$ cat config.mk
export PLATFORM = sky130hd
export DESIGN_NAME = kon_slot_scheduler
export DESIGN_NICKNAME = d
export VERILOG_FILES = /design/src/rtl/kon_slot_scheduler.sv
export SDC_FILE = /design/constraint.sdc
export NUM_CORES = 1
export LEC_CHECK = 0
export ABC_AREA = 0
export BUFFER_PORTS_ARGS = -buffer_cell sky130_fd_sc_hd__buf_2
export CAP_MARGIN = 10
export CORE_ASPECT_RATIO = 0.8
export CORE_MARGIN = 4
export CORE_UTILIZATION = 54
export CTS_BUF_LIST = sky130_fd_sc_hd__clkbuf_4 sky130_fd_sc_hd__clkbuf_8
export CTS_CLUSTER_DIAMETER = 60
export DETAILED_ROUTE_END_ITERATION = 8
export PLACE_DENSITY_LB_ADDON = 0.3
export SYNTH_ARGS = -nofsm -noshare
export SYNTH_HDL_FRONTEND = slang
export SYNTH_SLANG_ARGS = --single-unit
$ cat constraint.sdc
create_clock -name clk_i -period 2.26 [get_ports clk_i]
set_input_delay 0 -clock clk_i [delete_from_list [all_inputs] [get_ports clk_i]]
set_output_delay 0 -clock clk_i [all_outputs]
set_load 0.05 [all_outputs]
$ cat src/rtl/kon_slot_scheduler.sv
// Key-on/key-off slot scheduler: rotates a channel pointer through NCH time slots and
// turns latched CPU start/stop requests and end-of-sample hits into datapath strobes.
module kon_slot_scheduler #(
  parameter int NCH      = 8,
  parameter int SLOT_CYC = 4,
  parameter int CHW      = 3
) (
  input  logic           clk_i,
  input  logic           res_i,
  input  logic [7:0]     db_in_i,
  input  logic           konwr_i,
  input  logic           koffwr_i,
  input  logic [NCH-1:0] loop_en_i,
  input  logic           end_hit_i,
  output logic [CHW-1:0] slot_ch_o,
  output logic           slot_start_o,
  output logic           ch_start_o,
  output logic           ch_stop_o,
  output logic           ch_reload_o,
  output logic [NCH-1:0] ch_active_o,
  output logic [NCH-1:0] kon_pend_o,
  output logic [NCH-1:0] koff_pend_o
);

  localparam int PW = (SLOT_CYC > 2) ? $clog2(SLOT_CYC) : 1;
  localparam logic [PW-1:0]  PH_LAST = PW'(SLOT_CYC - 1);
  localparam logic [CHW-1:0] CH_LAST = CHW'(NCH - 1);

  // ST_IDLE is the single cycle after reset before phase 0 of channel 0 begins.
  typedef enum logic {ST_IDLE, ST_RUN} state_e;

  state_e         state_q, state_d;
  logic [PW-1:0]  phase_q, phase_d;
  logic [CHW-1:0] slot_ch_q, slot_ch_d;
  logic           slot_start_q, slot_start_d;
  logic [NCH-1:0] kon_q, kon_d;
  logic [NCH-1:0] koff_q, koff_d;
  logic [NCH-1:0] active_q, active_d;
  logic           start_q, start_d;
  logic           stop_q, stop_d;
  logic           reload_q, reload_d;

  logic [NCH-1:0] ch_bit;
  logic [NCH-1:0] wr_bits;
  logic           svc_slot, end_slot;
  logic           svc_koff, svc_kon;
  logic           end_valid, end_loop;

  always_comb begin
    ch_bit    = NCH'(1) << slot_ch_q;
    wr_bits   = db_in_i[NCH-1:0];
    svc_slot  = (state_q == ST_RUN) && (phase_q == '0);
    end_slot  = (state_q == ST_RUN) && (phase_q == PH_LAST);
    svc_koff  = svc_slot && (|(koff_q & ch_bit));
    svc_kon   = svc_slot && !svc_koff && (|(kon_q & ch_bit));
    end_valid = end_slot && end_hit_i && (|(active_q & ch_bit));
    end_loop  = |(loop_en_i & ch_bit);
  end

  // Slot sequencer: phase counter with channel advance on wrap.
  always_comb begin
    state_d   = ST_RUN;
    phase_d   = phase_q;
    slot_ch_d = slot_ch_q;
    if (state_q == ST_IDLE) begin
      phase_d   = '0;
      slot_ch_d = '0;
    end else if (phase_q == PH_LAST) begin
      phase_d   = '0;
      slot_ch_d = (slot_ch_q == CH_LAST) ? '0 : slot_ch_q + CHW'(1);
    end else begin
      phase_d = phase_q + PW'(1);
    end
    slot_start_d = (phase_d == '0);
  end

  // Service clears only the serviced bit; writes are applied afterwards so none is lost.
  always_comb begin
    kon_d    = kon_q;
    koff_d   = koff_q;
    active_d = active_q;
    if (svc_koff) begin
      koff_d   = koff_d & ~ch_bit;
      active_d = active_d & ~ch_bit;
    end
    if (svc_kon) begin
      kon_d    = kon_d & ~ch_bit;
      active_d = active_d | ch_bit;
    end
    if (end_valid && !end_loop) begin
      active_d = active_d & ~ch_bit;
    end
    // A key-off write takes precedence over a simultaneous key-on write.
    if (koffwr_i) begin
      koff_d = koff_d | wr_bits;
      kon_d  = kon_d & ~wr_bits;
    end else if (konwr_i) begin
      kon_d  = kon_d | wr_bits;
      koff_d = koff_d & ~wr_bits;
    end
    start_d  = svc_kon;
    stop_d   = svc_koff || (end_valid && !end_loop);
    reload_d = end_valid && end_loop;
  end

  always_ff @(posedge clk_i or posedge res_i) begin
    if (res_i) begin
      state_q      <= ST_IDLE;
      phase_q      <= '0;
      slot_ch_q    <= '0;
      slot_start_q <= 1'b0;
      kon_q        <= '0;
      koff_q       <= '0;
      active_q     <= '0;
      start_q      <= 1'b0;
      stop_q       <= 1'b0;
      reload_q     <= 1'b0;
    end else begin
      state_q      <= state_d;
      phase_q      <= phase_d;
      slot_ch_q    <= slot_ch_d;
      slot_start_q <= slot_start_d;
      kon_q        <= kon_d;
      koff_q       <= koff_d;
      active_q     <= active_d;
      start_q      <= start_d;
      stop_q       <= stop_d;
      reload_q     <= reload_d;
    end
  end

  assign slot_ch_o    = slot_ch_q;
  assign slot_start_o = slot_start_q;
  assign ch_start_o   = start_q;
  assign ch_stop_o    = stop_q;
  assign ch_reload_o  = reload_q;
  assign ch_active_o  = active_q;
  assign kon_pend_o   = kon_q;
  assign koff_pend_o  = koff_q;

endmodule

==> run summary, run 1 <==
Status: finished, final reports clean
I/O Pins: 52
Setup TNS: 0 ps
Cell count of the worst reg-to-reg path: 7
DIE AREA: 0.00457 mm^2
H-Tree Depth: 2
First-pass GRT wire length: 8260 um
Initial antenna violation count: 0
Endpoints failing hold: 0
Top Usage Layer GRT: met2
VDD IR max: 0.000567 V
IO buf count: 51
Clock transition at path regs: 70 ps
CP peak stage delay: 440 ps
Grt met2 use: 36.5%
Core area: 0.00342 mm^2
Top FF cell, synth: dfrtp_1
DRC viols: 0
Worst setup path class: flip-flop to flip-flop
Layout Nets: 290
GR Util met3: 4.08%
Fillers: 271
Crit path time final: 2140 ps
Worst-path cell chain: ha_2, ha_1, a22o_1, a221o_2, nor3_4, and2_2, a41oi_2
Top cells by area, synth: dfrtp_1 44%, nand2_1 6.3%, ha_1 5.2%, buf_6 4.1%, o22ai_1 2.6%
Post-synth cell types: 43
Hold Crit Depth: 3
Area growth syn-to-layout: 27.5%
Die Ht: 61.3 um
Post-Syn Instances: 193
Buf/Inv on CP: 0
Final Cycle Share: 94.6%
Pre-antenna DRT Iters: 4
Pwr Density: 789 mW/mm^2
Clk buf depth: 2
DPL Wire Length: 3790 um
Fmax achieved: 0.468 GHz
Arr. time, crit path: 2290 ps
Largest net degree at the start of global routing: 21
Ys async rst share: 100%
Synth top area share: 44.4%
Syn avg cell area: 9.92 um^2
Critical Path Stages: 7
Post-synth EDFFs: 0
Post-Synthesis Cell Area: 0.00191 mm^2
Seq/Total Area, Yosys: 44.4%
Unrepaired setup endpoints after global routing: no
Number of global-route vias before repair: 1,700
Inserted Clock Buffers: 5
CP endpoint kind: flip-flop
Overflow after GRT: 0
Worst Path Required: 2410 ps
Final Power: 1.93 mW
Clk sink count: 34
Crit path max fanout: 7
Root Buffer: clkbuf_8
YS warnings: 0
Endpoints failing setup: 0
DP Area: 0.00220 mm^2
Wire length per cell: 16.5 um
Detailed-route via count: 1,751
Leakage power: 1.12 nW
Sequential Area: 855 um^2
Post-Syn Nets: 222
Crit path max-delay family: compound AO/OA/AOI/OAI gates
Worst Hold Class: input port to flip-flop
Detail Route Antenna Nets: 0
Chip width: 74.6 um
Slowest cell on crit path: dfrtp_2
Fin Hold WS: 68.2 ps
Max-slew violations: 0
Grt met1 use: 36.0%
Worst skew pair latency: 290 ps
Initial Util: 55.9%
Seq cells post-synth: 34
Vias per cell: 5.76
Startpoint types: flip-flop
1st-iter DRT viols: 136
Yosys top cell by area: dfrtp_1
Max-Cap Viols: 0
GRT Overall Usage: 24.4%
Layout cells sized above 1: 34.4%
Multi-input logic area: 931 um^2
Layout Skew: 7.54 ps
Slew margin rel.: 60.9%
Routability Congestion: 0.912
Antenna diodes: 0
Least-Margin Pin Slew: 586 ps
Fin area: 0.00244 mm^2
Detailed Route WL: 5010 um
Row cnt: 19
TritonCTS clock tree: yes
==> cell usage in the layout (no fill, tap or decap), types with 4 or more instances in the layout <==
cell type,count
a22oi_1,5
a31oi_1,4
buf_2,51
buf_4,12
clkbuf_8,5
dfrtp_1,31
dlygate4sd3_1,9
ha_1,7
inv_1,10
mux2i_1,4
nand2_1,32
nand3_1,7
nor2b_1,4
nor3_1,8
o211ai_1,6
o21ai_0,8
o22ai_1,8
==> layout make-up <==
class / instances / area share [%]
Timing Repair Buffer: 73 / 18.3
Inverter: 11 / 1.69
Multi-Input combinational cell: 136 / 38.2
Clock buffer: 7 / 3.44
Tap cell: 42 / 2.15
Clock inverter: 1 / 1.23
Sequential cell: 34 / 35.0
==> cells by family after synthesis <==
logic type / count (synthesis) / share of synthesized area [%]
buffers and inverters: 23 / 7.84
AO/OA/AOI/OAI: 59 / 23.3
other: 1 / 0.196
AND/OR/NAND/NOR: 63 / 16.1
multiplexers: 5 / 2.88
flip-flops: 34 / 44.4
adder cells (fa/ha/maj): 8 / 5.23
==> metrics by stage <==
stage,cells,utilization (%),setup slack (ps)
after global routing,304,71.3,2.20
after CTS,302,70.2,42.8
final,304,71.3,123
after global placement,285,64.3,94.8
after detailed placement,285,64.3,60.5
after floorplan,193,-,40.2
==> worst min-delay path: cells and delay by family <==
kind,cells,cell delay (ps)
AND/OR/NAND/NOR,2,150
buffers and inverters,1,180
==> power breakdown <==
part           internal [mW]  total (mW)  switching, mW  leakage [nW]
logic                  0.176       0.604          0.428         0.671
clock network          0.354       0.578          0.225        0.0593
registers              0.680       0.742         0.0619         0.391
total                   1.21        1.93          0.715          1.12
==> cell usage after synthesis, types with 2 or more instances <==
cell type  number
a21oi_1         3
a22o_1          3
dfrtp_1        34
o211ai_1        6
o41ai_1         2
a22oi_1         6
a41oi_2         2
nor3_1          8
and2_1          2
inv_1          10
buf_6           7
a21o_1          2
nor2b_1         4
nor2_1          3
clkbuf_1        3
o21ai_0         8
nand3_1         7
a31oi_1         4
mux2i_1         4
nand4_1         2
o21ai_1         3
a21boi_0        2
ha_1            8
nand2b_1        2
a32o_1          2
nand2_1        32
o22ai_1         8
==> path summary, 6_finish.rpt <==
check | startpoint | slack (ps) | end
setup / recovery | slot_ch_o[0] | 120 | kon_pend_o[2]
hold / removal | koffwr_i | 70 | koff_pend_o[5]
setup reg to reg | slot_ch_o[0] | 120 | kon_pend_o[2]
hold reg to reg | phase_q[0] | 470 | phase_q[0]
max in group asynchronous | res_i | 1270 | koff_pend_o[5]
min in group asynchronous | res_i | 310 | phase_q[1]
==> metal layers <==
metal  vias to the layer above  wire (um)
li1                        841          -
met5                         -          0
met4                         0         69
met2                        90       2190
met3                         7        492
met1                       813       2260
==> timing repair <==
item	CTS	global route
hold buffers	9	0
endpoints found under the setup margin	0	12
resized for setup	0	5
endpoints found under the hold margin	25	0
setup buffers	0	2
(Power assumes the default switching activity.)
==> run 2: changes to the inputs <==
--- a/config.mk
+++ b/config.mk
@@ -6,6 +6,7 @@
 export NUM_CORES = 1
 export LEC_CHECK = 0
 export ABC_AREA = 0
+export ABC_CLOCK_PERIOD_IN_PS = 2260
 export BUFFER_PORTS_ARGS = -buffer_cell sky130_fd_sc_hd__buf_2
 export CAP_MARGIN = 10
 export CORE_ASPECT_RATIO = 0.8
==> constraint.sdc (replaced) <==
create_clock -name clk_i -period 2.26 [get_ports clk_i]
set_input_delay 0 -clock clk_i [delete_from_list [all_inputs] [get_ports clk_i]]
set_output_delay 0 -clock clk_i [all_outputs]
set_load 0.01 [all_outputs]
==> run 2 against run 1 <==
- design area increased by 0.26%
- register-to-register slack got worse by 20 ps
- via count increased by 1.2%
- total power decreased by 16%
- flip-flop and latch count unchanged
- largest cell class unchanged
==> run summary, run 2 (same netlist as run 1, synthesis figures left out) <==
Routability Congestion: 0.871 (was 0.912)
Sequential share of power: 45.7% (was 38.6%)
DIE AREA: 0.00457 mm^2 (unchanged)
GRT Overall Usage: 22.8% (was 24.4%)
DPL Wire Length: 3640 um (was 3790 um)
Startpoint types: flip-flop (unchanged)
CP endpoint kind: flip-flop (unchanged)
Fillers: 279 (was 271)
Worst setup path class: flip-flop to flip-flop (unchanged)
I/O Pins: 52 (unchanged)
Antenna diodes: 0 (unchanged)
Crit path time final: 2160 ps (was 2140 ps)
Max-slew violations: 0 (unchanged)
Final Power: 1.62 mW (was 1.93 mW)
Clk network pwr share: 28.7% (was 30.0%)
Clock transition at path regs: 70 ps (about the same)
Inserted Clock Buffers: 5 (unchanged)
Largest net degree at the start of global routing: 35 (was 21)
Worst Slack Setup Final: 99.5 ps (was 123 ps)
IO buf count: 51 (unchanged)
Die Ht: 61.3 um (unchanged)
Setup TNS: 0 ps (unchanged)
Setup WS pre-CTS: 25.8 ps (was 60.5 ps)
Clk buf depth: 2 (unchanged)
Status: finished, final reports clean (unchanged)
Chip width: 74.6 um (unchanged)
Fmax achieved: 0.463 GHz (was 0.468 GHz)
Root Buffer: clkbuf_8 (unchanged)
Worst Path Required: 2410 ps (about the same)
1st-iter DRT viols: 124 (was 136)
Commonest non-fill, non-tap cells in the layout: 52 x buf_2, 32 x nand2_1, 32 x dfrtp_1 (was 51 x buf_2, 32 x nand2_1, 31 x dfrtp_1)
First-pass GRT wire length: 7670 um (was 8260 um)
Overflow after GRT: 0 (unchanged)
Row cnt: 19 (unchanged)
Detailed-route via count: 1,772 (was 1,751)
Detail Route Antenna Nets: 0 (unchanged)
Clk sink count: 34 (unchanged)
Gate power share: 25.6% (was 31.4%)
Detailed Route WL: 4990 um (was 5010 um)
Crit path max fanout: 7 (unchanged)
H-Tree Depth: 2 (unchanged)
Initial antenna violation count: 0 (unchanged)
Wire length per cell: 16.3 um (was 16.5 um)
Layout Nets: 292 (was 290)
Internal power: 1.11 mW (was 1.21 mW)
Worst skew pair latency: 290 ps (about the same)
Layout Skew: 3.81 ps (was 7.54 ps)
Initial Util: 55.9% (unchanged)
Number of global-route vias before repair: 1,633 (was 1,700)
NetSw: 0.507 mW (was 0.715 mW)
Commonest non-fill, non-tap cell in the layout: buf_2 (unchanged)
Worst Hold Class: input port to flip-flop (unchanged)
Leakage power: 1.12 nW (about the same)
Final Util: 71.5% (was 71.3%)
Endpoints failing setup: 0 (unchanged)
Pwr Density: 662 mW/mm^2 (was 789 mW/mm^2)
TritonCTS clock tree: yes (unchanged)
DRC viols: 0 (unchanged)
Pre-antenna DRT Iters: 4 (unchanged)
Unrepaired setup endpoints after global routing: no (unchanged)
Area growth syn-to-layout: 27.8% (was 27.5%)
Core area: 0.00342 mm^2 (unchanged)
Arr. time, crit path: 2310 ps (was 2290 ps)
Post-route insts no fill: 306 (was 304)
Max-Cap Viols: 0 (unchanged)
Final Cycle Share: 95.6% (was 94.6%)
Layout cells sized above 1: 34.5% (was 34.4%)
Vias per cell: 5.79 (was 5.76)
Switch share: 31.3% (was 37.1%)
VDD IR max: 0.000522 V (was 0.000567 V)
Reg2Reg Setup Slack: 100 ps (was 120 ps)
Endpoints failing hold: 0 (unchanged)
Dpl cells: 285 (unchanged)
==> run 2: changes by cell type in the layout (fill, tap and decap cells not counted), sizes merged <==
cell,before,now
buf,64,66
bufinv,1,0
clkbuf,7,6
clkinv,0,1
clkinvlp,0,1
==> run 2: worst paths after layout <==
check,start,endpoint,depth (start not counted)
max in group asynchronous,res_i,slot_ch_o[1],4
min reg2reg,phase_q[0],phase_q[0],1
min,koffwr_i,koff_pend_o[5],3
min in group asynchronous,res_i,state_q,4
max,slot_ch_o[0],kon_pend_o[2],7
max reg2reg,slot_ch_o[0],kon_pend_o[2],7
==> run 2: layout make-up <==
type                            instances  area [um^2]  area share, %
Tap cell                               42         52.6           2.15
Clock buffer                            6         82.6           3.38
Multi-Input combinational cell        136          945           38.6
Timing Repair Buffer                   75          459           18.8
Inverter                               11         41.3           1.69
Sequential cell                        34          853           34.9
Clock inverter                          2         12.5          0.512
==> run 2: worst max-delay path: stages (launching register included) <==
cell and delay (ps):
dfrtp_2 440, ha_2 200, ha_2 180, a22o_1 200, a221o_2 380, nor3_4 270, and2_4 240, a41oi_2 110
==> run 2: stage by stage <==
| step | cell area [um^2] | hold WS (ps) |
|---|---|---|
| after floorplan | 1910 | 122 |
| after global placement | 2200 | 109 |
| after detailed placement | 2200 | 118 |
| after CTS | 2380 | 68.6 |
| after global routing | 2450 | 74.4 |
| final | 2450 | 74.6 |
==> run 2: power groups by stage <==
stage	Combinational, mW	Sequential [mW]	Clock [mW]
floorplan	0.212	0.769	0
global placement	0.364	0.750	0
detailed placement	0.372	0.749	0
CTS	0.386	0.738	0.472
global route	0.459	0.750	0.501
finish	0.414	0.740	0.464
==> run 2: timing repair <==
item,4_1_cts,5_1_grt
gates resized for setup,0,10
hold buffers,9,0
setup buffers,0,3
setup endpoints to repair,0,15
endpoints found under the hold margin,44,0
==> run 2: metal layers <==
metal	global-route usage [%]	routed length [um]	vias to the layer above
met4	7.61	66	0
met5	0	0	-
li1	-	-	841
met3	5.38	548	9
met2	34.5	2210	90
met1	32.4	2160	832
